[config.mk]
export PLATFORM = sky130hd
export DESIGN_NAME = booth_datapath_flat
export DESIGN_NICKNAME = d
export VERILOG_FILES = /design/src/rtl/booth_datapath_if.sv /design/src/rtl/booth_datapath.sv /design/src/flat_wrapper.sv
export SDC_FILE = /design/constraint.sdc
export NUM_CORES = 1
export LEC_CHECK = 0
export CELL_PAD_IN_SITES_DETAIL_PLACEMENT = 1
export CELL_PAD_IN_SITES_GLOBAL_PLACEMENT = 1
export CORE_MARGIN = 4
export CORE_UTILIZATION = 39
export DETAILED_ROUTE_END_ITERATION = 10
export PLACE_DENSITY = 0.81
export SYNTH_ARGS = -nofsm -noshare
export SYNTH_HDL_FRONTEND = slang
export SYNTH_SLANG_ARGS = --single-unit
[constraint.sdc]
create_clock -name clk -period 3.8 [get_ports clk]
set_clock_uncertainty 0.15 [all_clocks]
set_input_delay 0.76 -clock clk [delete_from_list [all_inputs] [get_ports clk]]
set_output_delay 0.76 -clock clk [all_outputs]
set_load 0.005 [all_outputs]
[src/rtl/booth_datapath_if.sv]
// booth_datapath_if: control-unit strobes, operands and product handshake for the Booth datapath.
// seq_error is present only when BOOTH_SHIFT_CHECK_EN is defined.
interface booth_datapath_if #(parameter int WIDTH = 7);
   logic signed [WIDTH-1:0] multiplicand;
   logic signed [WIDTH-1:0] multiplier;
   logic CargaQ, CargaA, CargaM, CargaQm1;
   logic suma, resta, desplazaA, desplazaQ, resetA, fin;
   logic q0, qm1;
   logic [2*WIDTH-1:0] product;
   logic product_valid, product_ack;
`ifdef BOOTH_SHIFT_CHECK_EN
   logic seq_error;
`endif
   modport master (
      output multiplicand, multiplier, CargaQ, CargaA, CargaM, CargaQm1,
      output suma, resta, desplazaA, desplazaQ, resetA, fin, product_ack,
      input q0, qm1, product, product_valid
`ifdef BOOTH_SHIFT_CHECK_EN
      , seq_error
`endif
   );
   modport slave (
      input multiplicand, multiplier, CargaQ, CargaA, CargaM, CargaQm1,
      input suma, resta, desplazaA, desplazaQ, resetA, fin, product_ack,
      output q0, qm1, product, product_valid
`ifdef BOOTH_SHIFT_CHECK_EN
      , seq_error
`endif
   );
endinterface

[src/rtl/booth_datapath.sv]
// booth_datapath: A/Q/M/Qm1 registers, add/sub and product capture with valid/ack handshake.
// Optional BOOTH_SHIFT_CHECK_EN adds a shift counter and sticky seq_error.
module booth_datapath #(parameter int WIDTH = 7) (
   input logic clk,
   input logic reset_n,
   booth_datapath_if.slave bus
);
   logic [WIDTH:0] a, m, a_arith, a_next;
   logic [WIDTH-1:0] q;
   logic [2*WIDTH-1:0] product_r;
   logic qm1_r, done_seen, captured, valid_r;
   logic active, shift, capture, op_add, op_sub;
   // CargaQ restarts the datapath even after termination froze it
   assign active = !done_seen || bus.CargaQ;
   assign shift = bus.desplazaA || bus.desplazaQ;
   assign capture = done_seen && !captured && !bus.CargaQ;
   always_comb begin
      op_add = bus.suma && (!bus.resta || {q[0], qm1_r} == 2'b01);
      op_sub = bus.resta && (!bus.suma || {q[0], qm1_r} == 2'b10);
      a_arith = op_add ? a + m : op_sub ? a - m : a;
      a_next = bus.resetA ? '0 : shift ? {a[WIDTH], a[WIDTH:1]} : bus.CargaA ? a_arith : a;
   end
   always_ff @(posedge clk) begin
      if (!reset_n) begin
         a <= '0;
         q <= '0;
         m <= '0;
         qm1_r <= 1'b0;
         done_seen <= 1'b0;
         captured <= 1'b0;
         product_r <= '0;
         valid_r <= 1'b0;
      end else begin
         if (active) begin
            a <= a_next;
            q <= bus.CargaQ ? bus.multiplier : shift ? {a[0], q[WIDTH-1:1]} : q;
            qm1_r <= shift ? q[0] : bus.CargaQm1 ? 1'b0 : qm1_r;
            if (bus.CargaM) m <= {bus.multiplicand[WIDTH-1], bus.multiplicand};
         end
         done_seen <= bus.CargaQ ? 1'b0 : done_seen || bus.fin;
         captured <= bus.CargaQ ? 1'b0 : captured || capture;
         if (capture) product_r <= {a[WIDTH-1:0], q};
         valid_r <= bus.CargaQ ? 1'b0 : capture ? 1'b1 : valid_r && !bus.product_ack;
      end
   end
   assign bus.q0 = q[0];
   assign bus.qm1 = qm1_r;
   assign bus.product = product_r;
   assign bus.product_valid = valid_r;
`ifdef BOOTH_SHIFT_CHECK_EN
   logic [3:0] cnt;
   logic seq_err_r;
   always_ff @(posedge clk) begin
      if (!reset_n) begin
         cnt <= '0;
         seq_err_r <= 1'b0;
      end else begin
         cnt <= bus.CargaQ ? 4'd0 : (active && shift && cnt != 4'd15) ? cnt + 4'd1 : cnt;
         seq_err_r <= bus.CargaQ ? 1'b0 : capture ? (cnt != 4'(WIDTH)) : seq_err_r;
      end
   end
   assign bus.seq_error = seq_err_r;
`endif
endmodule
[src/flat_wrapper.sv]
// flat-port wrapper written by rule: the top's interface ports become plain ports
module booth_datapath_flat 
#(parameter int WIDTH = 7)
  (clk, reset_n, bus_multiplicand, bus_multiplier, bus_CargaQ, bus_CargaA, bus_CargaM, bus_CargaQm1, bus_suma, bus_resta, bus_desplazaA, bus_desplazaQ, bus_resetA, bus_fin, bus_product_ack, bus_q0, bus_qm1, bus_product, bus_product_valid);
  booth_datapath_if #(.WIDTH(WIDTH)) bus_i ();
  input logic clk;
  input logic reset_n;
  input wire logic [$bits(bus_i.multiplicand)-1:0] bus_multiplicand;
  input wire logic [$bits(bus_i.multiplier)-1:0] bus_multiplier;
  input wire logic [$bits(bus_i.CargaQ)-1:0] bus_CargaQ;
  input wire logic [$bits(bus_i.CargaA)-1:0] bus_CargaA;
  input wire logic [$bits(bus_i.CargaM)-1:0] bus_CargaM;
  input wire logic [$bits(bus_i.CargaQm1)-1:0] bus_CargaQm1;
  input wire logic [$bits(bus_i.suma)-1:0] bus_suma;
  input wire logic [$bits(bus_i.resta)-1:0] bus_resta;
  input wire logic [$bits(bus_i.desplazaA)-1:0] bus_desplazaA;
  input wire logic [$bits(bus_i.desplazaQ)-1:0] bus_desplazaQ;
  input wire logic [$bits(bus_i.resetA)-1:0] bus_resetA;
  input wire logic [$bits(bus_i.fin)-1:0] bus_fin;
  input wire logic [$bits(bus_i.product_ack)-1:0] bus_product_ack;
  output wire logic [$bits(bus_i.q0)-1:0] bus_q0;
  output wire logic [$bits(bus_i.qm1)-1:0] bus_qm1;
  output wire logic [$bits(bus_i.product)-1:0] bus_product;
  output wire logic [$bits(bus_i.product_valid)-1:0] bus_product_valid;
  assign bus_i.multiplicand = bus_multiplicand;
  assign bus_i.multiplier = bus_multiplier;
  assign bus_i.CargaQ = bus_CargaQ;
  assign bus_i.CargaA = bus_CargaA;
  assign bus_i.CargaM = bus_CargaM;
  assign bus_i.CargaQm1 = bus_CargaQm1;
  assign bus_i.suma = bus_suma;
  assign bus_i.resta = bus_resta;
  assign bus_i.desplazaA = bus_desplazaA;
  assign bus_i.desplazaQ = bus_desplazaQ;
  assign bus_i.resetA = bus_resetA;
  assign bus_i.fin = bus_fin;
  assign bus_i.product_ack = bus_product_ack;
  assign bus_q0 = bus_i.q0;
  assign bus_qm1 = bus_i.qm1;
  assign bus_product = bus_i.product;
  assign bus_product_valid = bus_i.product_valid;
  booth_datapath #(.WIDTH(WIDTH)) u_core (.clk(clk), .reset_n(reset_n), .bus(bus_i));
endmodule
After elaboration in Yosys (flattened, before gate mapping)
Cells that the tools add are included.
{"block": "classes", "n_mux": 10, "eq_ne": 3, "addsub": 2, "bitwise": 1, "reduce_logical": 29}
{"operator": "$mux W8", "count": 5}
{"operator": "$mux W7", "count": 2}
{"operator": "$add A8 B8 Y8", "count": 1}
{"operator": "$sub A8 B8 Y8", "count": 1}
{"operator": "$logic_not A1 Y1", "count": 6}
{"operator": "$logic_or A1 B1 Y1", "count": 6}
{"operator": "$reduce_and A2 Y1", "count": 3}
{"operator": "$reduce_bool A2 Y1", "count": 3}
{"operator": "$reduce_bool A3 Y1", "count": 2}
{"operator": "$logic_and A1 B1 Y1", "count": 5}
{"operator": "$reduce_and A4 Y1", "count": 1}
{"operator": "$reduce_bool A4 Y1", "count": 1}
{"operator": "$mux W1", "count": 3}
{"operator": "$reduce_and A3 Y1", "count": 1}
{"operator": "$eq A2 B1 Y1 const B", "count": 1}
{"operator": "$eq A2 B2 Y1 const B", "count": 1}
{"operator": "$ne A2 B2 Y1 const B", "count": 1}
{"operator": "$reduce_or A2 Y1", "count": 1}
{"operator": "$not A1 Y1", "count": 1}
{"block": "totals", "register_bits": 40, "input_bits": 27}

Logic depth before layout (Yosys ltp)
Gate-level depths: netlist of run 1.
{"block": "depth", "depth_word": 8, "mapped_depth": 13}

Least setup slack after synthesis of run 1
OpenSTA, ideal clock, no wires.
{"block": "synth_timing", "path_kind": "input to register", "startpoint": "input bus_resta", "endpoint": "register u_core.a[4]", "path_slack_ps": 1147, "arrival_ps": 2385, "required_ps": 3533, "stages": 11, "path_cell_list": "nand2_1 > and2_1 > nor2_1 > xor2_1 > ha_1 > nor2b_1 > o21a_1 > or3_1 > nand2_1 > o21ai_0 > a32o_1"}
{"block": "synth_between", "elab_chain_cells": 7, "word_cells_on_any_way": 10, "cone_classes": "4 x mux; 6 x reduce/logical"}
{"item": "start: declaration", "line": "flat_wrapper.sv:15", "text": "input wire logic [$bits(bus_i.resta)-1:0] bus_resta;"}
{"item": "$logic_not A1 Y1", "line": "booth_datapath.sv:18", "text": "op_add = bus.suma && (!bus.resta || {q[0], qm1_r} == 2'b01);"}
{"item": "$logic_or A1 B1 Y1", "line": "booth_datapath.sv:18"}
{"item": "$logic_and A1 B1 Y1", "line": "booth_datapath.sv:18"}
{"item": "$mux W8", "line": "booth_datapath.sv:20", "text": "a_arith = op_add ? a + m : op_sub ? a - m : a;"}
{"item": "$mux W8 (3 in series)", "line": "booth_datapath.sv:21", "text": "a_next = bus.resetA ? '0 : shift ? {a[WIDTH], a[WIDTH:1]} : bus.CargaA ? a_arith : a;"}
{"item": "end signal: assignment", "line": "booth_datapath.sv:35", "text": "a <= a_next;"}
{"item": "end: declaration", "line": "booth_datapath.sv:8", "text": "logic [WIDTH:0] a, m, a_arith, a_next;"}
Parallel ways exist; a longest one is shown, timed or not. The select of a mux whose other input is x is not followed.
A chain may end at the register's enable or synchronous reset.

Worst setup path in the final report of run 1
{"block": "layout_timing", "startpoint": "input bus_suma", "endpoint": "register u_core.a[7]"}
{"block": "layout_between", "elab_chain_cells": 5, "word_cells_on_any_way": 10, "cone_classes": "4 x mux; 6 x reduce/logical"}
{"item": "start: declaration", "line": "flat_wrapper.sv:14", "text": "input wire logic [$bits(bus_i.suma)-1:0] bus_suma;"}
{"item": "$logic_and A1 B1 Y1 or $logic_not A1 Y1 (tied branches)", "line": "booth_datapath.sv:18, booth_datapath.sv:19"}
{"item": "$mux W8 or $logic_or A1 B1 Y1 (tied branches)", "line": "booth_datapath.sv:20, booth_datapath.sv:19"}
{"item": "$mux W8 or $logic_and A1 B1 Y1 (tied branches)", "line": "booth_datapath.sv:21, booth_datapath.sv:19"}
{"item": "$mux W8 or $reduce_bool A3 Y1 (tied branches)"}
{"item": "$mux W8 or $reduce_and A4 Y1 (tied branches)"}
Parallel ways exist; a longest one is shown, timed or not. The select of a mux whose other input is x is not followed.

==> results of run 1 <==
-- metrics by stage --
step	hold WS, ns	total power [W]	utilization [%]	instance area (µm²)	std cells
2_1_floorplan	0.293	0.000574	-	2230	279
3_3_place_gp	0.297	0.000634	48.8	2700	383
3_5_place_dp	0.305	0.000642	48.8	2700	383
4_1_cts	0.323	0.000951	50.5	2800	391
5_1_grt	0.349	0.000989	50.5	2800	391
6_report	0.320	0.000944	50.5	2800	391
-- cells in the final DEF, fill, tap and decap left out, drive strengths merged, types with 3 or more instances in the layout --
master         synthesis  routed
a21oi                 12      12
clkdlybuf4s50          0      43
xor2                   4       4
and2                   8       8
nor3                   5       5
o211ai                 3       3
ha                     8       8
inv                    6       7
nor2                  16      16
clkbuf                 9       6
nand2b                 6       6
o21ai                 17      17
nand2                 61      61
nand3                 10      10
o31ai                  3       3
xnor2                  3       3
a21boi                25      25
nor2b                  5       5
mux2i                  7       7
dfxtp                 40      40
or3                    3       3
-- metal layers --
layer	share of wire, %	track usage (%)	vias up
li1	-	-	1044
met1	46	22.9	1002
met2	50	32.7	37
met3	3.2	3.65	8
met4	1.2	5.56	0
met5	0	0	-
-- sequential cells by signal (all words and copies together) (netlist names) --
name and count:
u_core.bus.product 14, u_core.a 8, u_core.m 7, u_core.q 7
u_core.bus.product_valid 1, u_core.bus.qm1 1, u_core.captured 1, u_core.done_seen 1
-- area by class of cell --
cell class	instances	share of cell area, %
Multi-Input combinational cell	220	48.0
Sequential cell	40	28.6
Timing Repair Buffer	45	15.9
Tap cell	72	3.22
Clock buffer	6	2.95
Inverter	6	0.805
Clock inverter	2	0.492
-- power by group --
| part | total, W | switching (W) | leakage [nW] | internal [W] |
|---|---|---|---|---|
| Sequential | 0.000448 | 0.0000156 | 0.325 | 0.000432 |
| Combinational | 0.000186 | 0.0000977 | 0.643 | 0.0000879 |
| Clock | 0.000310 | 0.000161 | 0.0516 | 0.000149 |
-- how the worst max path moves through the flow --
stage / startpoint / end / slack (ns) / depth (start not counted)
2_1_floorplan: bus_resta / u_core.a[4] / 1.15 / 11
3_3_place_gp: bus_resta / u_core.a[4] / 0.42 / 12
3_5_place_dp: bus_resta / u_core.a[4] / 0.32 / 12
4_1_cts: bus_suma / u_core.a[7] / 0.63 / 9
5_1_grt: bus_suma / u_core.a[7] / 0.38 / 10
6_report: bus_suma / u_core.a[7] / 0.62 / 9
-- critical path, cell delays in order --
cell and delay (ns):
clkdlybuf4s50_1 0.61, nand2_1 0.15, o21ai_0 0.28, ha_1 0.31, a211oi_1 0.40, nor2_1 0.14
o21ai_0 0.24, xor2_1 0.21, o211ai_1 0.11
-- cells by family after synthesis --
logic type | count (synthesis)
adder cells (fa/ha/maj) | 9
AO/OA/AOI/OAI | 74
flip-flops | 40
AND/OR/NAND/NOR | 123
multiplexers | 7
buffers and inverters | 19
XOR/XNOR | 7
==> summary.txt, run 1 <==
STA
  – Measured slew at the worst slew-check pin: 0.659 ns
  – Final period util: 83.8%
  – Fin crit period: 3.18 ns
  – Final Hold Fails: 0
  – Setup ws final: 0.617 ns
  – Setup TNS: 0 ns
  – Final setup viols: 0
  – RSZ-0062 raised after global routing: no
  – Slew headroom: 56.1%
  – Max Clk Rate: 0.314 GHz
  – Pins Over Slew Limit: 0

Status
  – Status: finished clean

Synthesis
  – Compound-Gate Fraction of Synth Area: 23.3%
  – Synthesis Warnings: 0
  – Post-synth top cells: nand2_1, dfxtp_1, a21boi_0
  – Register area share after synthesis: 35.9%
  – Largest family of logic cells by synthesized area: simple AND/OR/NAND/NOR gates
  – FF+latch count, synth: 40
  – Post-synthesis adder-cell area fraction: 5.39%
  – Post-Syn Instances: 279
  – Synth top area share: 35.9%
  – Most frequent cell after synthesis: nand2_1
  – Async S/R FF share, synth: 0%
  – XOR/XNOR share of the synthesized area: 2.75%
  – Mean area per synthesized cell: 7.99 µm²
  – Count of cell types in the netlist: 47
  – Top cell type by total area after synthesis: dfxtp_1
  – Syn Nets: 315
  – EDFF count, synth: 0
  – Synth top area cells: dfxtp_1, nand2_1, a21boi_0
  – Mux share of post-synthesis cell area: 3.14%
  – Ys flop type: dfxtp_1
  – Simple-Gate Fraction of Synth Area: 25.6%
  – Cell Area, Synth: 0.00223 mm²

Routing
  – DRC: 0
  – Routed wire length: 6260 µm
  – ANT nets after route: 0
  – Via count: 2091
  – Drt wl/cell: 16.0 µm
  – DRT iter0 DRCs: 94
  – 1st-pass router iterations: 4
  – Vias per std cell: 5.35

Setup path
  – CP Data Arrival Time: 3.21 ns
  – Worst setup SP type: input pin
  – Reg-to-reg critical path endpoint: u_core.a[7]
  – Setup crit end kind: flip-flop
  – Crit-path max FO: 6
  – CP required: 3.83 ns
  – R2R Path Start: u_core.q[0]
  – Crit Path Class: in -> reg
  – Flop-to-flop setup slack: 1.05 ns
  – R2R cell count: 10

Placed design
  – Gpl congestion: 0.804
  – Pre-CTS setup slack: 0.318 ns
  – Post-DP HPWL: 4720 µm
  – I/O Buffers: 43

Die
  – Starting density of the core: 40.2%
  – I/O pin count: 44
  – Rows: 27
  – Die Span Y: 83.6 µm
  – Core area: 0.00554 mm²
  – DIE AREA: 0.00699 mm²
  – Die W: 83.6 µm

Final layout
  – Fill cells: 696
  – Register Area: 801 µm²
  – Area of the multi-input gates: 0.00134 mm²
  – # nets final: 354
  – Area growth syn-to-layout: 25.5%
  – Layout cells sized above 1: 4.39%
  – Ant. Diodes: 0

Global routing
  – Largest net degree at the start of global routing: 35
  – First-pass GRT wire length: 10800 µm
  – Global Route Usage Sum: 18.6%
  – Initial antenna violation count: 0
  – GR Overflow Total: 0
  – Vias in the first global route: 2241

Clocking
  – Clk buf depth: 2
  – Setup bufs post-CTS: 0
  – PostCTS Resize Cnt: 0
  – Root Driver: clkbuf_8
  – TritonCTS Buffers: 5
  – Worst skew pair latency: 0.30 ns
  – H-tree levels: 2
  – CTS tree: done
  – CTS Hold Bufs: 0
  – Clock net sink count: 40
  – Clock Pin Slew Worst Setup and Hold Paths: 0.09 ns

Pwr
  – P_leak: 1.02 nW
  – Worst VDD drop: 0.138 mV
  – PwrDens: 337 mW/mm²

Worst hold path
  – Hold Crit Start: u_core.bus.product[3]
  – WHS Endpoint: u_core.bus.product[3]
  – Cell depth of the worst hold path: 2
  – Hold crit path type: reg -> reg

Run
  – Max cap viols: 0
(Power assumes the default switching activity.)
==> run 2, diff against run 1 <==
--- a/config.mk
+++ b/config.mk
@@ -8,9 +8,9 @@
 export CELL_PAD_IN_SITES_DETAIL_PLACEMENT = 1
 export CELL_PAD_IN_SITES_GLOBAL_PLACEMENT = 1
 export CORE_MARGIN = 4
-export CORE_UTILIZATION = 39
+export CORE_UTILIZATION = 38
 export DETAILED_ROUTE_END_ITERATION = 10
-export PLACE_DENSITY = 0.81
+export PLACE_DENSITY = 0.79
 export SYNTH_ARGS = -nofsm -noshare
 export SYNTH_HDL_FRONTEND = slang
 export SYNTH_SLANG_ARGS = --single-unit
==> constraint.sdc (replaced) <==
create_clock -name clk -period 3 [get_ports clk]
set_clock_uncertainty 0.15 [all_clocks]
set_input_delay 0.6 -clock clk [delete_from_list [all_inputs] [get_ports clk]]
set_output_delay 0.6 -clock clk [all_outputs]
set_load 0.005 [all_outputs]
==> summary.txt, run 2 (synthesis gave the netlist of run 1 again) <==
Setup path
  – Reg-to-reg critical path endpoint: u_core.a[6] (was u_core.a[7])
  – Crit path launch: bus_resta (was bus_suma)
  – Flop-to-flop setup slack: 0.36 ns (was 1.05 ns)
  – R2R Path Start: u_core.bus.qm1 (was u_core.q[0])
  – Setup crit end: u_core.a[7] (unchanged)
  – Setup crit end kind: flip-flop (unchanged)
  – Crit-path max FO: 5 (was 6)
  – CP max-delay cell: clkdlybuf4s50_1 (unchanged)
  – CP peak stage delay: 0.47 ns (was 0.61 ns)
  – CP required: 3.02 ns (was 3.83 ns)
  – CP Data Arrival Time: 2.86 ns (was 3.21 ns)
  – R2R cell count: 12 (was 10)
  – Crit Path Class: in -> reg (unchanged)
  – Worst setup SP type: input pin (unchanged)
  – Crit-path cells: clkdlybuf4s50_1 > nand2_1 > and2_1 > buf_4 > a21oi_1 > xor2_1 > ha_1 > a21oi_2 > nand2_1 > o21ai_0 > xor2_1 > o211ai_1 (was clkdlybuf4s50_1 > nand2_1 > o21ai_0 > ha_1 > a211oi_1 > nor2_1 > o21ai_0 > xor2_1 > o211ai_1)

Final layout
  – Fin cells: 401 (was 391)
  – Area growth syn-to-layout: 29.2% (was 25.5%)
  – Area of the multi-input gates: 0.00135 mm² (was 0.00134 mm²)
  – Fill cells: 698 (was 696)
  – Max reg flops: 14 (unchanged)
  – Register Area: 801 µm² (unchanged)
  – Ant. Diodes: 0 (unchanged)
  – Most frequent standard cell in the layout excluding fill and tap cells: nand2_1 (unchanged)
  – # nets final: 364 (was 354)
  – Commonest cells after routing, fill and taps aside: nand2_1, clkdlybuf4s50_1, dfxtp_1 (unchanged)
  – Layout cells sized above 1: 7.90% (was 4.39%)

Worst hold path
  – Hold crit path type: reg -> reg (unchanged)
  – Cell depth of the worst hold path: 2 (unchanged)

Global routing
  – Initial antenna violation count: 0 (unchanged)
  – GR Overflow Total: 0 (unchanged)
  – Vias in the first global route: 2174 (was 2241)
  – First-pass GRT wire length: 10500 µm (was 10800 µm)
  – Largest net degree at the start of global routing: 22 (was 35)
  – Global Route Usage Sum: 17.8% (was 18.6%)

Clocking
  – PostCTS Resize Cnt: 0 (unchanged)
  – H-tree levels: 2 (unchanged)
  – Worst skew pair latency: 0.30 ns (about the same)
  – CTS Hold Bufs: 0 (unchanged)
  – TritonCTS Buffers: 5 (unchanged)
  – Clock net sink count: 40 (unchanged)
  – Clk buf depth: 2 (unchanged)
  – CTS tree: done (unchanged)
  – Clock Pin Slew Worst Setup and Hold Paths: 0.08 ns (was 0.09 ns)
  – Setup bufs post-CTS: 0 (unchanged)
  – Root Driver: clkbuf_8 (unchanged)

STA
  – Pins Over Slew Limit: 0 (unchanged)
  – Max Clk Rate: 0.352 GHz
  – Final Hold Fails: 0 (unchanged)
  – Final setup viols: 0 (unchanged)
  – Measured slew at the worst slew-check pin: 0.664 ns (was 0.659 ns)
  – Hold Worst Slack: 0.315 ns (was 0.320 ns)
  – Fin crit period: 2.84 ns
  – Slew headroom: 55.7% (was 56.1%)
  – Final period util: 94.6%
  – Setup ws final: 0.161 ns (was 0.617 ns)

Die
  – Starting density of the core: 39.8% (was 40.2%)
  – Die Span Y: 84.6 µm (was 83.6 µm)
  – I/O pin count: 44 (unchanged)
  – Die W: 84.6 µm (was 83.6 µm)
  – Core area: 0.00561 mm² (was 0.00554 mm²)
  – DIE AREA: 0.00716 mm² (was 0.00699 mm²)
  – Rows: 27 (unchanged)

Routing
  – Drt wl/cell: 15.3 µm (was 16.0 µm)
  – Routed wire length: 6130 µm (was 6260 µm)
  – DR WL met3: 273 µm (was 198 µm)
  – Via count: 2107 (was 2091)
  – Vias per std cell: 5.25 (was 5.35)
  – 1st-pass router iterations: 4 (unchanged)
  – ANT nets after route: 0 (unchanged)
  – Met2 WL post-DR: 2850 µm (was 3110 µm)
  – DRC: 0 (unchanged)
  – DRT iter0 DRCs: 122 (was 94)
  – Top routing layer used: met4 (unchanged)
  – Routed met1 length: 2860 µm (was 2870 µm)

Pwr
  – Gate power share: 20.6% (was 19.7%)
  – Worst VDD drop: 0.212 mV (was 0.138 mV)
  – PwrDens: 415 mW/mm² (was 337 mW/mm²)
  – Switching power: 0.000339 W (was 0.000275 W)
  – P_leak: 1.06 nW (was 1.02 nW)
  – Power consumption: 0.00120 W (was 0.000944 W)
  – Internal power: 0.000857 W (was 0.000669 W)
  – Reg power frac: 47.4% (was 47.5%)
  – Sw Share: 28.3% (was 29.1%)
  – Clock Power Share: 32.0% (was 32.9%)

Placed design
  – Pre-CTS setup slack: -0.131 ns (was 0.318 ns)
  – Gpl congestion: 0.856 (was 0.804)
  – Post-DP HPWL: 4680 µm (was 4720 µm)
  – # placed instances: 393 (was 383)
  – I/O Buffers: 43 (unchanged)

Run
  – Max cap viols: 0 (unchanged)

Status
  – Status: finished clean (unchanged)
-- run 2: how the worst min path moves through the flow --
stage	from	to	slack, ns
after floorplan	u_core.q[3]	u_core.bus.product[3]	0.29
after global placement	u_core.bus.product[3]	u_core.bus.product[3]	0.30
after detailed placement	u_core.bus.product[3]	u_core.bus.product[3]	0.30
after CTS	u_core.bus.product[3]	u_core.bus.product[3]	0.32
after global routing	u_core.bus.product[6]	u_core.bus.product[6]	0.34
final	u_core.bus.product[5]	u_core.bus.product[5]	0.31
-- run 2: per-layer routing --
metal	track usage, %	up-vias
met5	0	-
met4	6.76	0
li1	-	1068
met1	23.4	980
met3	3.93	13
met2	28.4	46
-- run 2: worst max-delay path: cells and delay by family --
family	cells	cell delay, ns
buf+inv	2	0.61
compound gates	4	0.65
simple gates	3	0.31
fa+ha+maj	1	0.31
xor+xnor	2	0.38
-- run 2: power groups by stage --
stage	combinational, W	sequential, W	clock, W
2_1_floorplan	0.000153	0.000573	0
3_3_place_gp	0.000236	0.000578	0
3_5_place_dp	0.000242	0.000579	0
4_1_cts	0.000245	0.000566	0.000393
5_1_grt	0.000277	0.000569	0.000419
6_report	0.000246	0.000566	0.000383
-- run 2: final cells by class --
type	instances	area share (%)
tap	72	3.13
clock buffer	7	3.00
sequential	40	27.8
timing repair buffer	55	18.1
clock inverter	1	0.261
multi-input combinational	220	47.0
inverter	6	0.782
-- run 2: stage by stage --
stage          setup TNS, ns  utilization, %  area (µm²)
3_3_place_gp          -0.136            49.5        2780
4_1_cts                    0            51.2        2870
2_1_floorplan              0               -        2230
6_report                   0            51.4        2880
3_5_place_dp          -0.422            49.5        2780
5_1_grt             -0.00345            51.4        2880
==> run 3, diff against run 2 <==
--- a/config.mk
+++ b/config.mk
@@ -9,6 +9,7 @@
 export CELL_PAD_IN_SITES_GLOBAL_PLACEMENT = 1
 export CORE_MARGIN = 4
 export CORE_UTILIZATION = 38
+export CTS_CLUSTER_SIZE = 16
 export DETAILED_ROUTE_END_ITERATION = 10
 export PLACE_DENSITY = 0.79
 export SYNTH_ARGS = -nofsm -noshare
==> results of run 3 <==
Final layout, timing and power as in run 2 (identical DEF).
